<file path="src/rtl/regfile_pkg.sv">
// Shared register-file constants and types used by decode, writeback and
// the scoreboard itself.
package regfile_pkg;
  localparam int DEF_XLEN     = 32;
  localparam int DEF_NREGS    = 32;
  localparam int DEF_MAX_PEND = 3;
  localparam int DEF_CW       = $clog2(DEF_MAX_PEND + 1);

  // x0 is hardwired zero: never written, never tracked.
  localparam int REG_ZERO = 0;

  typedef logic [DEF_CW-1:0] pend_cnt_t;
endpackage

</file>
<file path="src/rtl/regfile_scoreboard_pend_counter.sv">
// Saturating up/down counter tracking outstanding writes to one register.
// A decrement is only honoured when the count is nonzero; an increment is
// only honoured below MAX_PEND unless a decrement lands in the same cycle.
module pend_counter #(
  parameter int MAX_PEND = 3,
  parameter int CW       = $clog2(MAX_PEND + 1)
) (
  input  logic          clk,
  input  logic          reset,
  input  logic          inc,
  input  logic          dec,
  input  logic          clr,
  output logic [CW-1:0] cnt,
  output logic          nonzero,
  output logic          full
);
  logic inc_eff, dec_eff;

  assign nonzero = (cnt != '0);
  assign full    = (cnt == CW'(MAX_PEND));
  assign dec_eff = dec && nonzero;
  assign inc_eff = inc && (!full || dec_eff);

  // Count update; clear wins over any concurrent inc/dec.
  always_ff @(posedge clk or negedge reset) begin
    if (!reset)                     cnt <= '0;
    else if (clr)                   cnt <= '0;
    else if (inc_eff && !dec_eff)   cnt <= cnt + 1'b1;
    else if (dec_eff && !inc_eff)   cnt <= cnt - 1'b1;
  end
endmodule

</file>
<file path="src/rtl/regfile_scoreboard.sv">
// Integer register file with two combinational read ports, one write port,
// optional writeback-to-read bypass and a per-register pending-write
// scoreboard that drives the decode stall.
module regfile_scoreboard
  import regfile_pkg::*;
#(
  parameter int XLEN     = DEF_XLEN,
  parameter int NREGS    = DEF_NREGS,
  parameter int MAX_PEND = DEF_MAX_PEND,
  parameter int BYPASS   = 1,
  localparam int AW      = $clog2(NREGS),
  localparam int CW      = $clog2(MAX_PEND + 1)
) (
  input  logic             clk,
  input  logic             reset,
  input  logic [AW-1:0]    rs1,
  input  logic [AW-1:0]    rs2,
  input  logic             use_rs1,
  input  logic             use_rs2,
  output logic [XLEN-1:0]  rd1_data,
  output logic [XLEN-1:0]  rd2_data,
  output logic             rs1_busy,
  output logic             rs2_busy,
  output logic             hazard,
  input  logic             issue_valid,
  input  logic [AW-1:0]    issue_rd,
  output logic             issue_ready,
  input  logic             wb_valid,
  input  logic [AW-1:0]    wb_rd,
  input  logic [XLEN-1:0]  wb_data,
  input  logic             flush,
  output logic [NREGS-1:0] busy_vec,
  output logic             wb_err
);
  localparam logic [AW-1:0] ZERO = AW'(REG_ZERO);

  logic [NREGS-1:0][XLEN-1:0] regs;
  logic [NREGS-1:0][CW-1:0]   cnt;
  logic [NREGS-1:0]           nz;
  logic [NREGS-1:0]           full;

  logic wb_we, issue_fire, wb_err_nxt;

  assign wb_we      = wb_valid && (wb_rd != ZERO);
  // A writeback to the same register frees a slot this cycle, so a full
  // counter can still accept the issue.
  assign issue_ready = !(full[issue_rd] && !(wb_valid && wb_rd == issue_rd));
  assign issue_fire  = issue_valid && issue_ready && (issue_rd != ZERO);

  // x0 has no counter.
  assign cnt[0]  = '0;
  assign nz[0]   = 1'b0;
  assign full[0] = 1'b0;

  for (genvar i = 1; i < NREGS; i++) begin : g_cnt
    pend_counter #(.MAX_PEND(MAX_PEND), .CW(CW)) u_cnt (
      .clk     (clk),
      .reset   (reset),
      .inc     (issue_fire && (issue_rd == AW'(i))),
      .dec     (wb_valid && (wb_rd == AW'(i))),
      .clr     (flush),
      .cnt     (cnt[i]),
      .nonzero (nz[i]),
      .full    (full[i])
    );
  end

  assign busy_vec = nz;

  // Register storage; x0 is never written so it stays zero.
  always_ff @(posedge clk or negedge reset) begin
    if (!reset)     regs <= '0;
    else if (wb_we) regs[wb_rd] <= wb_data;
  end

  // Writeback with nothing outstanding (and no same-cycle issue) is flagged
  // for one cycle; flush does not suppress it.
  assign wb_err_nxt = wb_we && !nz[wb_rd] && !(issue_fire && issue_rd == wb_rd);

  // One-cycle error pulse.
  always_ff @(posedge clk or negedge reset) begin
    if (!reset) wb_err <= 1'b0;
    else        wb_err <= wb_err_nxt;
  end

  // Read ports with optional forwarding of this cycle's writeback.
  always_comb begin
    rd1_data = '0;
    rd2_data = '0;
    if (rs1 != ZERO) begin
      if (BYPASS != 0 && wb_valid && wb_rd == rs1) rd1_data = wb_data;
      else                                         rd1_data = regs[rs1];
    end
    if (rs2 != ZERO) begin
      if (BYPASS != 0 && wb_valid && wb_rd == rs2) rd2_data = wb_data;
      else                                         rd2_data = regs[rs2];
    end
  end

  // Busy uses the pre-issue count; with bypass, the last outstanding write
  // arriving this cycle is forwarded and does not stall.
  always_comb begin
    rs1_busy = nz[rs1];
    rs2_busy = nz[rs2];
    if (BYPASS != 0 && cnt[rs1] == CW'(1) && wb_valid && wb_rd == rs1) rs1_busy = 1'b0;
    if (BYPASS != 0 && cnt[rs2] == CW'(1) && wb_valid && wb_rd == rs2) rs2_busy = 1'b0;
  end

  assign hazard = (use_rs1 && rs1_busy) || (use_rs2 && rs2_busy);
endmodule

</file>
<file path="config.mk">
export PLATFORM = sky130hd
export DESIGN_NAME = regfile_scoreboard
export DESIGN_NICKNAME = d
export VERILOG_FILES = /design/src/rtl/regfile_pkg.sv /design/src/rtl/regfile_scoreboard_pend_counter.sv /design/src/rtl/regfile_scoreboard.sv
export SDC_FILE = /design/constraint.sdc
export NUM_CORES = 2
export LEC_CHECK = 0
export CORE_UTILIZATION = 54
export DETAILED_ROUTE_END_ITERATION = 16
export PLACE_DENSITY = 0.76
export SETUP_SLACK_MARGIN = 0.02
export SLEW_MARGIN = 20
export SYNTH_ARGS = -nofsm -noshare
export SYNTH_HDL_FRONTEND = slang
export SYNTH_HIERARCHICAL = 1
export SYNTH_SLANG_ARGS = --single-unit
</file>
<file path="constraint.sdc">
create_clock -name clk -period 5.3 [get_ports clk]
set_input_delay 1.06 -clock clk [delete_from_list [all_inputs] [get_ports clk]]
set_output_delay 1.06 -clock clk [all_outputs]
set_load 0.02 [all_outputs]
</file>
## After elaboration in Yosys (flattened, before gate mapping)

Index checks and enable logic that the tools add are counted.

| storage, ports and cells | value |
|---|---|
| register bits | 1,087 |
| bits of input ports | 59 |
| output and inout port bits | 101 |
| word-level logic and storage cells | 746 |

| cells by class | value |
|---|---|
| add/sub/neg operators | 62 |
| order comparisons | 5 |
| equality and inequality tests | 99 |
| mux-type cells | 118 |
| reduce and logical (&&, ||, !) cells | 398 |

Operator list:

| cell | number |
|---|---|
| $bwmux 1024 | 1 |
| $bmux 32 s5 | 2 |
| $mux 32 | 7 |
| $logic_and 1x1->1 | 203 |
| $mux 2 | 95 |
| $demux 32 s5 | 1 |
| $eq 5x5->1 const B | 32 |
| $logic_not 1->1 | 97 |
| $reduce_bool 3->1 | 31 |
| $eq 5x4->1 const B | 16 |
| $add 2x1->2 const B | 31 |
| $eq 2x2->1 const B | 31 |
| $reduce_bool 2->1 | 31 |
| $sub 2x1->2 const B | 31 |
| $eq 5x3->1 const B | 8 |
| $logic_or 1x1->1 | 32 |
| $lt 5x6->1 const B | 4 |
| $bmux 1 s5 | 4 |
| $bmux 2 s5 | 2 |
| $eq 5x2->1 const B | 4 |
| $eq 5x5->1 | 4 |
| $reduce_bool 5->1 | 4 |
| $eq 5x1->1 const B | 2 |
| $mux 1 | 6 |
| 2 further kinds | 3 |

## Longest topological paths before layout

| depth | value |
|---|---|
| word-level depth | 14 |
| gate-level depth with buffers | 14 |
| gate-level depth less buffers | 12 |

## Modules after synthesis

The synthesis kept the hierarchy.

Modules (own cells, without submodules):

| module | times used | cells each | area each (µm²) | sequential area each (µm²) |
|---|---|---|---|---|
| regfile_scoreboard | 1 | 4,756 | 57,506.4 | 25,649.6 |
| pend_counter | 31 | 14 | 128.9 | 50.0 |

## Least setup slack after synthesis

No wires, ideal clock.

| timing path | value |
|---|---|
| path type | input to output |
| from | input port rs2[0] |
| to | output port hazard |
| data arrival time | 3,334 ps |
| required time | 4,240 ps |
| slack | 906 ps |
| stages on the path | 8 |
| path buffers | 2 |
| cells stage by stage | buf_2 -> buf_2 -> nand3b_1 -> o21ai_0 -> mux4_2 -> a211o_1 -> a222oi_1 -> a22o_1 |

| on the way | value |
|---|---|
| word-level cells in the longest chain between the ends | 8 |
| elaborated cells on any way between the ends | 11 |
| those cells by class | 2 x eq/ne; 5 x mux; 4 x reduce/logical |

RTL lines:

| item | line | text |
|---|---|---|
| from (decl) | regfile_scoreboard.sv:17 | `input logic [AW-1:0] rs2,` |
| $bmux 2 s5 | regfile_scoreboard.sv:106 | `if (BYPASS != 0 && cnt[rs2] == CW'(1) && wb_valid && wb_rd == rs2) rs2_busy = 1'b0;` |
| $mux 2 (implied by the code) | regfile_scoreboard.sv:106 |  |
| $eq 2x1->1 | regfile_scoreboard.sv:106 |  |
| $logic_and 1x1->1 (2 in series) | regfile_scoreboard.sv:106 |  |
| $mux 1 (*) | regfile_scoreboard.sv:106 |  |
| via rs2_busy | regfile_scoreboard.sv:23 | `output logic rs2_busy,` |
| $logic_and 1x1->1 (*) | regfile_scoreboard.sv:109 | `assign hazard = (use_rs1 && rs1_busy) \|\| (use_rs2 && rs2_busy);` |
| $logic_or 1x1->1 (*) | regfile_scoreboard.sv:109 |  |
| to (decl) | regfile_scoreboard.sv:24 | `output logic hazard,` |

The timed path passes the listed nets; every way through them passes the cells marked *. The select of a mux whose other input is x is not followed.

## Final worst setup path

| timing path | value |
|---|---|
| from | input port rs2[0] |
| to | output port hazard |

| on the way | value |
|---|---|
| word-level cells in the longest chain between the ends | 8 |
| elaborated cells on any way between the ends | 11 |
| those cells by class | 2 x eq/ne; 5 x mux; 4 x reduce/logical |

RTL lines:

| item | line |
|---|---|
| $bmux 2 s5 | regfile_scoreboard.sv:106 |
| $mux 2 (implied by the code) | regfile_scoreboard.sv:106 |
| $eq 2x1->1 | regfile_scoreboard.sv:106 |
| $logic_and 1x1->1 (2 in series) | regfile_scoreboard.sv:106 |
| $mux 1 (*) | regfile_scoreboard.sv:106 |
| $logic_and 1x1->1 (*) | regfile_scoreboard.sv:109 |
| $logic_or 1x1->1 (*) | regfile_scoreboard.sv:109 |

Mark *: on every way between the ends. The rest lies on a longest branch, timed or not. The select of a mux whose other input is x is not followed.

==> key figures <==
GRT
  – All-layer global routing usage: 0.348
  – GRT overflow: 0
  – First-pass GRT wire length: 299000 um
  – Initial antenna violation count: 7
  – Pin count of the biggest net entering global routing: 131
  – Vias in the first global route: 46.8k

Clocking
  – Clock Root Buffer: clkbuf_16
  – Count of hold-fix buffers inserted at cts: 0
  – Latest clock arrival within the worst-skew pair: 0.74 ns
  – CTS H-Tree Depth: 3
  – Setup Buffers After CTS: 0
  – Post_cts resized: 1
  – Clock buffer depth: 3
  – CTS Buf Count: 111
  – TritonCTS clock tree: built
  – Clock Sinks: 1087
  – Clock Pin Slew Worst Setup and Hold Paths: 0.06 ns

Placed design
  – DP Area: 65600 um2
  – Post-DP HPWL: 114000 um
  – Inst Count DP: 6610
  – Pre-CTS setup slack: 0.0114 ns
  – GP Congestion: 0.935
  – Port Buffers: 158

Worst setup path
  – Reg2reg end: g_cnt[8].u_cnt/cnt[1]
  – Buf/Inv on CP: 4
  – Critical Path AT: 4.14 ns
  – Worst Setup End Kind: primary output
  – Slowest Stage Delay on Critical Path: 0.61 ns
  – CP delay by family, top: buffers and inverters
  – Crit path cell chain: buf_8 -> buf_12 -> buf_4 -> xnor2_1 -> nand4_1 -> or2_4 -> o41ai_1 -> a222oi_1 -> a22o_1 -> clkdlybuf4s50_1
  – WS Path Type: in2out
  – R2r setup slk: 1.71 ns
  – Critical Path Source Type: input port
  – Critical path's slowest cell: o41ai_1
  – CP max FO: 24
  – R2R depth: 11
  – Crit. Startpoint: rs2[0]
  – Critical Path RT: 4.24 ns
  – Reg2reg start: g_cnt[27].u_cnt/cnt[0]

Routing
  – Vias: 46.2k
  – Drt first pass iters: 8
  – Drt via density: 6.78
  – DR WL/cell: 29.2 um
  – DRC violations left: 0
  – Detail Route Antenna Nets: 0
  – DRT iter0 DRCs: 6661
  – Post-Route WL: 199000 um

Timing
  – Clock skew: 0.0118 ns
  – Setup slack after layout: 0.100 ns
  – Post-Route Setup TNS: 0 ns
  – RSZ-0062 raised after global routing: no
  – Final min period: 5.20 ns
  – Relative slew slack: 0.290
  – Max-slew violations: 0
  – Finish-stage setup viols: 0
  – Final hold vios: 0
  – Fmax: 0.192 GHz
  – Tcrit/Tclk final: 0.981
  – Slew of the pin with the lowest slew margin: 1.06 ns

Finish
  – Filler instances: 8318
  – Multi-input logic area: 32100 um2
  – Final Non-Filler Cells: 6817
  – Post-layout util: 0.618
  – Sequential cell area: 27200 um2
  – Final Net Count: 5313
  – Fraction of layout cells with a size suffix above 1: 0.321
  – Final instance area: 69700 um2
  – Syn-to-layout area delta: 13.3%

Synth
  – FFs w/ async S/R, synth: 1.00
  – Post-synth EDFFs: 0
  – Cell taking the most area after synthesis: dfrtp_1
  – Cell area after synthesis: 61500 um2
  – Prevailing post-synth register cell: dfrtp_1
  – Syn avg cell area: 11.8 um2
  – Most frequent cell after synthesis: nand2_1
  – Commonest cells in the netlist: 1536 x nand2_1, 1087 x dfrtp_1, 634 x mux4_2, 528 x mux2_2, 284 x clkbuf_1
  – Synth Net Count: 5280
  – #FFs+latches synth: 1087
  – YS warnings: 6
  – Ranking of synthesized cells by area: dfrtp_1 44%, mux4_2 23%, mux2_2 9.7%
  – Cells after Synth: 5190
  – Sequential-to-total area share from yosys stat: 0.442
  – Synth top area share: 0.442
  – Unique cell type count in the Yosys netlist: 60

Die
  – Num rows: 123
  – Die area: 115000 um2
  – Area of the core: 113000 um2
  – DIE HEIGHT: 339 um
  – Initial Util: 0.546
  – Die width: 339 um
  – Io pins: 160

Power and ir drop
  – Max VDD drop: 308 uV
  – Leakage: 0.0315 uW
  – Pwr/cell area: 357 nW/um2

Min path
  – Hold crit path type: in2async

Run status
  – Status: completed

Run
  – Max cap viols: 0
[metrics by stage]
stage               total power, uW  hold WS [ns]
finish                        24900         0.398
global route                  25700         0.406
CTS                           24800         0.398
detailed placement            16200         0.382
global placement              15900         0.377
floorplan                     14400         0.441
[worst max-delay path by stage]
stage               slack, ns  depth (start not counted)            to
floorplan                0.91                          8        hazard
global placement        -0.03                          9  rd2_data[17]
detailed placement       0.01                          9  rd2_data[17]
CTS                      0.19                          9  rd2_data[17]
global route             0.11                          9  rd2_data[17]
finish                   0.10                         10        hazard
[state kept, by name (all words and copies together), names as in the netlist]
register and flops:
regs 1024, g_cnt.u_cnt/cnt 62, wb_err 1
[where the power goes]
part | internal [uW] | switching, uW | total, uW
logic | 3020 | 2290 | 5320
clock network | 5080 | 3570 | 8660
registers | 9760 | 1150 | 10900
[worst reg2reg max path: cells and delay by family (launching register included)]
family | cells | cell delay (ns)
AO/OA/AOI/OAI | 3 | 0.44
multiplexers | 3 | 1.17
buffers and inverters | 1 | 0.26
AND/OR/NAND/NOR | 3 | 0.92
flip-flops | 1 | 0.44
adder cells (fa/ha/maj) | 1 | 0.28
[cell usage in the layout, fill, tap and decap left out, types with 68 or more instances in the layout]
cell type	count
nand2_1	1521
nor2_1	94
mux4_2	634
o21ai_0	83
clkbuf_16	111
mux2i_1	107
a211oi_1	70
mux2_2	528
buf_4	198
clkdlybuf4s50_1	145
xor2_1	68
dfrtp_1	1087
[area by class of cell]
type | instances | area share
Multi-Input combinational cell | 3557 | 0.461
Sequential cell | 1087 | 0.390
Timing Repair Buffer | 410 | 0.0606
Clock buffer | 153 | 0.0456
Tap cell | 1500 | 0.0269
Clock inverter | 53 | 0.0121
Inverter | 56 | 0.00309
Antenna cell | 1 | 0.0000359
[cells by family (layout without fill, tap and decap cells)]
family                     Yosys count  count (layout)  synth area share
and+or+nand+nor                   1903            1903             0.127
muxes                             1269            1269             0.346
DFF                               1087            1087             0.442
buffers and inverters              546             672            0.0383
AOI/OAI and AO/OA                  276             276            0.0288
xor gates and xnor gates            77              77            0.0110
adders and majority gates           31              31           0.00631
other                                1               2         0.0000610
[layer usage]
metal | wire length [um] | track usage | vias to the layer above
li1 | - | - | 18500
met1 | 70600 | 0.448 | 23600
met2 | 90000 | 0.521 | 3288
met3 | 23600 | 0.0967 | 867
met4 | 14800 | 0.226 | 14
met5 | 99 | 0 | -
Note: power is estimated with default switching activity, not from simulation.
